## config.mk

```make
export PLATFORM = sky130hd
export DESIGN_NAME = game_sequencer_flat
export DESIGN_NICKNAME = d
export VERILOG_FILES = /design/src/rtl/game_sequencer_pkg.sv /design/src/rtl/game_sequencer_if.sv /design/src/rtl/game_sequencer_bcd_level_counter.sv /design/src/rtl/game_sequencer.sv /design/src/flat_wrapper.sv
export SDC_FILE = /design/constraint.sdc
export NUM_CORES = 1
export LEC_CHECK = 0
export CAP_MARGIN = 25
export CORE_MARGIN = 8
export CORE_UTILIZATION = 35
export CTS_BUF_LIST = sky130_fd_sc_hd__clkbuf_8
export CTS_CLUSTER_DIAMETER = 40
export DETAILED_ROUTE_END_ITERATION = 8
export PLACE_DENSITY = 0.55
export SYNTH_ARGS = -nofsm -noshare
export SYNTH_HDL_FRONTEND = slang
export SYNTH_SLANG_ARGS = --single-unit
```

## constraint.sdc

```tcl
create_clock -name CLK -period 2.09 [get_ports CLK]
set_input_delay 0.209 -clock CLK [delete_from_list [all_inputs] [get_ports CLK]]
set_output_delay 0.209 -clock CLK [all_outputs]
set_load 0.005 [all_outputs]
```

## src/rtl/game_sequencer_pkg.sv

```systemverilog
// Shared definitions for the game sequencer: phase encodings, timing
// defaults and the seven-segment digit map used by both this block and
// player control.
package game_sequencer_pkg;

    typedef enum logic [2:0] {
        ST_IDLE      = 3'd0,
        ST_PLAY      = 3'd1,
        ST_HIT       = 3'd2,
        ST_LEVEL_UP  = 3'd3,
        ST_GAME_OVER = 3'd4
    } game_state_t;

    // 1 s pause and 4 Hz blink at 25 MHz.
    localparam int DEF_PAUSE_CYCLES = 25_000_000;
    localparam int DEF_FLASH_CYCLES = 6_250_000;
    localparam int DEF_SPEED_MAX    = 31;

    localparam logic [3:0] LIFE_FULL = 4'b1111;

    // Active-low segments {g,f,e,d,c,b,a}; non-decimal codes blank the digit.
    function automatic logic [6:0] seg7(input logic [3:0] digit);
        case (digit)
            4'd0:    seg7 = 7'b1000000;
            4'd1:    seg7 = 7'b1111001;
            4'd2:    seg7 = 7'b0100100;
            4'd3:    seg7 = 7'b0110000;
            4'd4:    seg7 = 7'b0011001;
            4'd5:    seg7 = 7'b0010010;
            4'd6:    seg7 = 7'b0000010;
            4'd7:    seg7 = 7'b1111000;
            4'd8:    seg7 = 7'b0000000;
            4'd9:    seg7 = 7'b0010000;
            default: seg7 = 7'b1111111;
        endcase
    endfunction

endpackage

```

## src/rtl/game_sequencer_if.sv

```systemverilog
// Event inputs and registered status outputs of the game sequencer.
interface game_sequencer_if;
    logic       start;
    logic       collide;
    logic       reached_top;
    logic [2:0] state;
    logic       play_en;
    logic       respawn;
    logic [3:0] life;
    logic [3:0] units;
    logic [3:0] tens;
    logic [4:0] speed_car;
    logic       flash;

    // Environment side: drives events, observes the phase outputs.
    modport master (
        output start, collide, reached_top,
        input  state, play_en, respawn, life, units, tens, speed_car, flash
    );

    // Sequencer side.
    modport slave (
        input  start, collide, reached_top,
        output state, play_en, respawn, life, units, tens, speed_car, flash
    );
endinterface

```

## src/rtl/game_sequencer_bcd_level_counter.sv

```systemverilog
// Two-digit BCD level counter, saturating at 99; clr wins over inc.
module bcd_level_counter (
    input  logic       CLK,
    input  logic       RST,
    input  logic       inc,
    input  logic       clr,
    output logic [3:0] units,
    output logic [3:0] tens
);

    // Decimal increment with carry into tens, holding at 99.
    always_ff @(posedge CLK) begin
        if (RST || clr) begin
            units <= 4'd0;
            tens  <= 4'd0;
        end else if (inc) begin
            if (units == 4'd9) begin
                if (tens != 4'd9) begin
                    units <= 4'd0;
                    tens  <= tens + 4'd1;
                end
            end else begin
                units <= units + 4'd1;
            end
        end
    end

endmodule

```

## src/rtl/game_sequencer.sv

```systemverilog
// Game-phase controller: sequences title, play, hit/level-up pauses and
// game over; owns life, level and car-speed registers and gates motion.
module game_sequencer
    import game_sequencer_pkg::*;
#(
    parameter int PAUSE_CYCLES = DEF_PAUSE_CYCLES,
    parameter int FLASH_CYCLES = DEF_FLASH_CYCLES,
    parameter int SPEED_MAX    = DEF_SPEED_MAX
) (
    input  logic              CLK,
    input  logic              RST,
    game_sequencer_if.slave   bus
);

    localparam int TW = $clog2(PAUSE_CYCLES + 1);
    localparam int FW = $clog2(FLASH_CYCLES + 1);
    localparam logic [TW-1:0] TIMER_LAST = TW'(PAUSE_CYCLES - 1);
    localparam logic [FW-1:0] FLASH_LAST = FW'(FLASH_CYCLES - 1);
    localparam logic [4:0]    SPEED_TOP  = 5'(SPEED_MAX);

    game_state_t   state_q, state_d;
    logic [3:0]    life_q, life_d;
    logic [4:0]    speed_q, speed_d;
    logic [TW-1:0] timer_q;
    logic [FW-1:0] fcnt_q;
    logic          start_q, start_rise;
    logic          timer_done;
    logic          lvl_inc, lvl_clr;
    logic          play_en_q, respawn_q, flash_q;
    logic          in_pause, flash_state, entering;

    assign start_rise  = bus.start & ~start_q;
    assign timer_done  = (timer_q == TIMER_LAST);
    assign entering    = (state_d != state_q);
    assign in_pause    = (state_q == ST_HIT) || (state_q == ST_LEVEL_UP) ||
                         (state_q == ST_GAME_OVER);
    assign flash_state = (state_d == ST_HIT) || (state_d == ST_GAME_OVER);

    // Next phase and the life/speed/level updates triggered by events.
    always_comb begin
        state_d = state_q;
        life_d  = life_q;
        speed_d = speed_q;
        lvl_inc = 1'b0;
        lvl_clr = 1'b0;
        case (state_q)
            ST_IDLE: begin
                if (start_rise) state_d = ST_PLAY;
            end
            ST_PLAY: begin
                // A hit outranks reaching the top in the same cycle.
                if (bus.collide) begin
                    life_d  = life_q >> 1;
                    state_d = (life_q == 4'b0001) ? ST_GAME_OVER : ST_HIT;
                end else if (bus.reached_top) begin
                    lvl_inc = 1'b1;
                    if (speed_q != SPEED_TOP) speed_d = speed_q + 5'd1;
                    state_d = ST_LEVEL_UP;
                end
            end
            ST_HIT, ST_LEVEL_UP: begin
                if (timer_done) state_d = ST_PLAY;
            end
            ST_GAME_OVER: begin
                // Restart only once the minimum game-over pause has elapsed.
                if (timer_done && start_rise) begin
                    state_d = ST_PLAY;
                    life_d  = LIFE_FULL;
                    speed_d = 5'd0;
                    lvl_clr = 1'b1;
                end
            end
            default: state_d = ST_IDLE;
        endcase
    end

    // Phase register and registered decodes of the next phase.
    always_ff @(posedge CLK) begin
        if (RST) begin
            state_q   <= ST_IDLE;
            life_q    <= LIFE_FULL;
            speed_q   <= 5'd0;
            start_q   <= 1'b0;
            play_en_q <= 1'b0;
            respawn_q <= 1'b0;
        end else begin
            state_q   <= state_d;
            life_q    <= life_d;
            speed_q   <= speed_d;
            start_q   <= bus.start;
            play_en_q <= (state_d == ST_PLAY);
            respawn_q <= (state_d == ST_PLAY) && (state_q != ST_PLAY);
        end
    end

    // Pause timer: cleared on every phase change, counts up and holds at the end.
    always_ff @(posedge CLK) begin
        if (RST || entering)
            timer_q <= '0;
        else if (in_pause && !timer_done)
            timer_q <= timer_q + 1'b1;
    end

    // Blink: starts lit on entry to HIT/GAME_OVER, toggles each FLASH_CYCLES.
    always_ff @(posedge CLK) begin
        if (RST || !flash_state) begin
            flash_q <= 1'b0;
            fcnt_q  <= '0;
        end else if (entering) begin
            flash_q <= 1'b1;
            fcnt_q  <= '0;
        end else if (fcnt_q == FLASH_LAST) begin
            flash_q <= ~flash_q;
            fcnt_q  <= '0;
        end else begin
            fcnt_q  <= fcnt_q + 1'b1;
        end
    end

    bcd_level_counter u_level (
        .CLK   (CLK),
        .RST   (RST),
        .inc   (lvl_inc),
        .clr   (lvl_clr),
        .units (bus.units),
        .tens  (bus.tens)
    );

    assign bus.state     = state_q;
    assign bus.play_en   = play_en_q;
    assign bus.respawn   = respawn_q;
    assign bus.life      = life_q;
    assign bus.speed_car = speed_q;
    assign bus.flash     = flash_q;

endmodule

```

## src/flat_wrapper.sv

```systemverilog
// flat-port wrapper written by rule: the top's interface ports become plain ports
module game_sequencer_flat import game_sequencer_pkg::*;
#(
    parameter int PAUSE_CYCLES = DEF_PAUSE_CYCLES,
    parameter int FLASH_CYCLES = DEF_FLASH_CYCLES,
    parameter int SPEED_MAX    = DEF_SPEED_MAX
)
  (CLK, RST, bus_start, bus_collide, bus_reached_top, bus_state, bus_play_en, bus_respawn, bus_life, bus_units, bus_tens, bus_speed_car, bus_flash);
  game_sequencer_if bus_i ();
  input  logic CLK;
  input  logic RST;
  input wire logic [$bits(bus_i.start)-1:0] bus_start;
  input wire logic [$bits(bus_i.collide)-1:0] bus_collide;
  input wire logic [$bits(bus_i.reached_top)-1:0] bus_reached_top;
  output wire logic [$bits(bus_i.state)-1:0] bus_state;
  output wire logic [$bits(bus_i.play_en)-1:0] bus_play_en;
  output wire logic [$bits(bus_i.respawn)-1:0] bus_respawn;
  output wire logic [$bits(bus_i.life)-1:0] bus_life;
  output wire logic [$bits(bus_i.units)-1:0] bus_units;
  output wire logic [$bits(bus_i.tens)-1:0] bus_tens;
  output wire logic [$bits(bus_i.speed_car)-1:0] bus_speed_car;
  output wire logic [$bits(bus_i.flash)-1:0] bus_flash;
  assign bus_i.start = bus_start;
  assign bus_i.collide = bus_collide;
  assign bus_i.reached_top = bus_reached_top;
  assign bus_state = bus_i.state;
  assign bus_play_en = bus_i.play_en;
  assign bus_respawn = bus_i.respawn;
  assign bus_life = bus_i.life;
  assign bus_units = bus_i.units;
  assign bus_tens = bus_i.tens;
  assign bus_speed_car = bus_i.speed_car;
  assign bus_flash = bus_i.flash;
  game_sequencer #(.PAUSE_CYCLES(PAUSE_CYCLES), .FLASH_CYCLES(FLASH_CYCLES), .SPEED_MAX(SPEED_MAX)) u_core (.CLK(CLK), .RST(RST), .bus(bus_i));
endmodule
```

# After elaboration in Yosys (flattened, before gate mapping)
# Index checks and enable logic that the tools add are counted.
# classes
add_sub_neg	5
n_bitwise	3
eq_ne	21
reduce_logical	20
mux	24
# op_table
operator	n
25-bit by 1-bit adder with 25-bit output, second input constant	1
25-bit equality test, second input constant	1
23-bit by 1-bit adder with 23-bit output, second input constant	1
23-bit equality test, second input constant	1
5-bit two-way mux	4
3-bit two-way mux	6
4-bit two-way mux	4
3-bit one-hot mux with 4 select lines	1
5-bit one-hot mux with 2 select lines	1
3-bit by 2-bit equality test with 1-bit output, second input constant	3
4-bit by 1-bit adder with 4-bit output, second input constant	2
2-bit != test, second input constant	4
4-bit one-hot mux with 2 select lines	1
1-bit two-way mux	7
3-bit by 1-bit equality test with 1-bit output, second input constant	2
3-bit equality test, second input constant	2
1-bit logical OR	6
3-bit AND reduction	2
5-bit by 1-bit adder with 5-bit output, second input constant	1
5-bit != test, second input constant	1
5-bit AND reduction	1
4-bit by 1-bit equality test with 1-bit output, second input constant	1
4-bit equality test, second input constant	1
2-bit by 1-bit != test with 1-bit output, second input constant	2
12 further kinds	17
# word_totals
regBits	72

# Depth between registers and ports, before layout
# logic_depth
word_depth	10
ltp_mapped	9

# Hierarchy
# A second synthesis with hierarchy kept.
# unflattened
hier_cells	395
area_unflattened_um2	3405.8
# modules_own_cells
module	n_inst	cells_per_inst	area_per_inst_um2
game_sequencer	1	347	2992.9
bcd_level_counter	1	48	412.9

# Worst setup path after synthesis
# OpenSTA, ideal clock, no wires.
# synth_path
path_type	reg2reg
start	register u_core.timer_q[23]
end	register u_core.fcnt_q[10]
arrival_time_ns	1.835
t_required_ns	1.955
path_stages_with_launch	7
path_slack_ns	0.120
path_cell_list	dfxtp_1 -> or4_1 -> nor4b_4 -> a21oi_2 -> o211ai_2 -> buf_4 -> nor3_1
# synth_between
elab_chain_cells	9
word_cells_on_any_way	12
classes_between	eq/ne (4); mux (3); reduce/logical (5)
# synth_lines
element	line_no	source
start: declaration	game_sequencer.sv:24	logic [TW-1:0] timer_q;
start signal: assignment	game_sequencer.sv:101	timer_q <= timer_q + 1'b1;
25-bit equality test (*)	game_sequencer.sv:33	assign timer_done = (timer_q == TIMER_LAST);
1-bit logical AND	game_sequencer.sv:66	if (timer_done && start_rise) begin
3-bit two-way mux	game_sequencer.sv:66	
3-bit one-hot mux with 4 select lines (*)	game_sequencer.sv:46	case (state_q)
3-bit by 2-bit equality test with 1-bit output or 3-bit equality test (tied branches)	game_sequencer.sv:37	assign flash_state = (state_d == ST_HIT) || (state_d == ST_GAME_OVER);
1-bit logical OR	game_sequencer.sv:37	
1-bit zero test	game_sequencer.sv:106	if (RST || !flash_state) begin
1-bit logical OR	game_sequencer.sv:106	
3-bit OR reduction (no source line) (*)	-	
end signal: assignment	game_sequencer.sv:116	fcnt_q <= fcnt_q + 1'b1;
end: declaration	game_sequencer.sv:25	logic [FW-1:0] fcnt_q;
# Mark *: on every way between the ends. The rest lies on a longest branch, timed or not.
# A chain may end at the register's enable or synchronous reset.

# Worst setup path after layout
# layout_path
start	register u_core.timer_q[23]
end	register u_core.timer_q[24]
# layout_between
elab_chain_cells	6
word_cells_on_any_way	10
classes_between	add/sub (1); eq/ne (2); mux (3); reduce/logical (4)
# layout_lines
element	line_no	source
25-bit equality test	game_sequencer.sv:33	
1-bit logical AND	game_sequencer.sv:66	
3-bit two-way mux	game_sequencer.sv:66	
3-bit one-hot mux with 4 select lines	game_sequencer.sv:46	
3-bit != test	game_sequencer.sv:34	assign entering = (state_d != state_q);
1-bit logical OR	game_sequencer.sv:98	if (RST || entering)
# Parallel ways exist; a longest one is shown, timed or not.

==> results.json <==
{
  "outcome": "finished clean",
  "die_h_um": 117,
  "place_congestion": 0.805,
  "path_cells": "or4_4 -> nor4b_4 -> a21oi_4 -> o21ai_4 -> clkbuf_16 -> nor2_1",
  "combPwrFrac_pct": 8.7,
  "power_frac_seq_pct": 48.9,
  "routedWlPerCell_um": 13.4,
  "leakage_nw": 1.59,
  "path_clk_slew_ps": 70,
  "slowest_stage": "or4_4",
  "path_buf_inv": 1,
  "portBuffers": 27,
  "internal-power_mw": 2.18,
  "synth-xor-area-share_pct": 11.9,
  "clock_power_share_pct": 42.3,
  "hpwl_mm": 5.92,
  "ctsLongestPathBuffers": 2,
  "ys_top_cells_by_area": "dfxtp_1 (40%), xor2_1 (6.1%), nor2_1 (6.1%)",
  "endpoint_kind": "flop",
  "synth_largest_area_cell": "dfxtp_1",
  "final_antenna_net_count": 0,
  "synth.avg_cell_area_um2": 8.78,
  "hold_viol_final": 0,
  "grt_max_degree": 25,
  "synth_top_area_share_pct": 40.1,
  "hold_class": "flop to flop",
  "numCtsBuffers": 9,
  "cts-root-buf": "clkbuf_8",
  "cts_tree": "built",
  "grt_pass1_vias": 3036,
  "placedCellCount": 593,
  "maxSlewViolCount": 0,
  "synth_area_mm2": 0.00359,
  "core_mm2": 0.0101,
  "whs_ps": 473,
  "vias": 3067,
  "grt_pass1_wl_mm": 14.1,
  "arrival_ps": 2260,
  "initial_utilization_pct": 35.4,
  "fmax_ghz": 0.494,
  "antenna_found_initial": 0,
  "drt_iter0_markers": 143,
  "num_rows": 37,
  "drcViolationCount": 0,
  "netSwitchingFraction_pct": 23.6,
  "ys_seq_area_share_pct": 40.1,
  "synth_mux_area_share_pct": 0.557,
  "post_layout_nonfiller_instances": 612,
  "rsz0062_at_grt": "true",
  "syn2layout_area_growth_pct": 27.7,
  "syn_inst": 409,
  "synth_fa_ha_area_share_pct": 2.09,
  "synth_compound_area_share_pct": 9.58,
  "path_class": "flop to flop",
  "ys_seq_elements": 72,
  "setup_viol": 0,
  "synth_nets": 420,
  "drt-total-wl_mm": 8.22,
  "insertedDiodeCount": 0,
  "skew_ps": 17.7,
  "ys.flop_type": "dfxtp_1",
  "dieArea_mm2": 0.0138,
  "htreeDepth": 3,
  "ctsHoldBuffers": 0,
  "setup_slack_ps": 65.7,
  "async_reset_ff_share_pct": 0,
  "timing.setup.tns_ps": 0,
  "required_ps": 2330,
  "layout-drive-gt1-share_pct": 16.2,
  "pre_cts_ws_ps": 45.4,
  "cp_max_fo": 6,
  "vdd_ir_drop_max_uv": 260,
  "insertion_delay_ps": 350,
  "synth_top_family_by_area": "simple AND/OR/NAND/NOR gates",
  "final_net_count": 482,
  "die-width_um": 117,
  "fin_crit_ps": 2020,
  "gr-usage-all-layers_pct": 12.2,
  "yosys.area_share.simple_pct": 32.6,
  "synth_edf_count": 0,
  "ys_warn_count": 0,
  "maxSlewHeadroom_pct": 64.5,
  "tightest_slew_ps": 531,
  "start_kind": "flop",
  "power_density_mw_per_mm2": 623,
  "clock_sinks": 72,
  "drtPass1Iterations": 4,
  "post-synth-top-count-cell": "dfxtp_1",
  "via_per_inst": 5.01,
  "critPathTopFamily": "simple AND/OR/NAND/NOR gates",
  "maxCapViolCount": 0,
  "final_util_pct": 45.2,
  "synth_common_cells": "dfxtp_1 (72), nor2_1 (58), nor3_1 (29)",
  "synth_cell_types": 50,
  "post-route-period-util_pct": 96.9,
  "grt.overflow.total": 0,
  "max_stage_delay_ps": 530,
  "p_sw_mw": 0.674,
  "ioPinCount": 28
}
[per-layer routing]
| layer | track usage [%] | up-vias | routed length [µm] |
|---|---|---|---|
| li1 | - | 1588 | - |
| met1 | 15.7 | 1441 | 4190 |
| met2 | 19.0 | 33 | 3740 |
| met3 | 2.69 | 5 | 226 |
| met4 | 5.35 | 0 | 72 |
| met5 | 0 | - | 0 |
[final timing paths]
path,endpoint,slack (ps),startpoint,cells after the start
max,u_core.timer_q[24]$_SDFFE_PP0P_,70,u_core.timer_q[23]$_SDFFE_PP0P_,6
min,u_core.fcnt_q[0]$_SDFF_PP0_,470,u_core.fcnt_q[0]$_SDFF_PP0_,1
max reg2reg,u_core.timer_q[24]$_SDFFE_PP0P_,70,u_core.timer_q[23]$_SDFFE_PP0P_,6
min reg2reg,u_core.fcnt_q[0]$_SDFF_PP0_,470,u_core.fcnt_q[0]$_SDFF_PP0_,1
[cells by family (layout without fill, tap and decap cells)]
kind of cell | Yosys count | after routing
and+or+nand+nor | 209 | 209
AOI/OAI and AO/OA | 46 | 46
muxes | 2 | 2
xor gates and xnor gates | 49 | 49
adders and majority gates | 6 | 6
DFF | 72 | 72
buffers and inverters | 25 | 92
[repair_timing]
item | CTS | global route
endpoints found under the setup margin | 0 | 40
setup buffers | 0 | 1
gates resized for setup | 0 | 9
[cell type report]
type / count / area (µm²)
Fill cell: 997 / 5550
Clock buffer: 9 / 124
Inverter: 10 / 37.5
Sequential cell: 72 / 1440
Multi-Input combinational cell: 312 / 2080
Tap cell: 136 / 170
Clock inverter: 7 / 95.1
Timing Repair Buffer: 66 / 634
[flip-flops by register name (all words and copies together), names as in the netlist]
name,flops
u_core.timer_q,25
u_core.fcnt_q,23
u_core.bus.speed_car,5
u_core.bus.life,4
u_core.u_level.tens,4
u_core.u_level.units,4
u_core.bus.state,3
u_core.bus.flash,1
u_core.bus.play_en,1
u_core.bus.respawn,1
u_core.start_q,1
[power groups by stage]
stage               clock network (mW)  registers [mW]  logic, mW
floorplan                            0            1.43      0.115
global placement                     0            1.43      0.223
detailed placement                   0            1.43      0.223
CTS                               1.26            1.40      0.224
global route                      1.32            1.40      0.270
finish                            1.21            1.40      0.250
[cell usage in the layout (no fill, tap or decap), types with 3 or more instances in the layout]
cell / netlist / final
xor2_1: 25 / 25
clkbuf_8: 0 / 9
nor3b_1: 4 / 4
ha_1: 6 / 6
o31ai_1: 3 / 3
buf_12: 0 / 4
nor2_1: 58 / 57
xnor2_1: 24 / 24
nand3_1: 18 / 18
and3_1: 14 / 14
nand2b_1: 5 / 5
dfxtp_1: 72 / 71
a211oi_1: 6 / 6
nor4_1: 4 / 4
inv_1: 10 / 11
nor3_1: 29 / 27
nand4_1: 19 / 19
a21o_1: 3 / 3
a21oi_1: 14 / 14
nor2b_1: 4 / 4
nor4b_1: 5 / 3
o21ai_0: 8 / 8
or3b_2: 4 / 4
nand2_1: 23 / 23
and4_1: 5 / 5
buf_4: 3 / 33
clkdlybuf4s50_1: 0 / 27
[stage by stage]
stage               total power [mW]  instance area, µm²
floorplan                       1.54                3590
global placement                1.65                4280
detailed placement              1.65                4280
CTS                             2.88                4500
global route                    2.99                4590
finish                          2.86                4590
(Power assumes the default switching activity.)
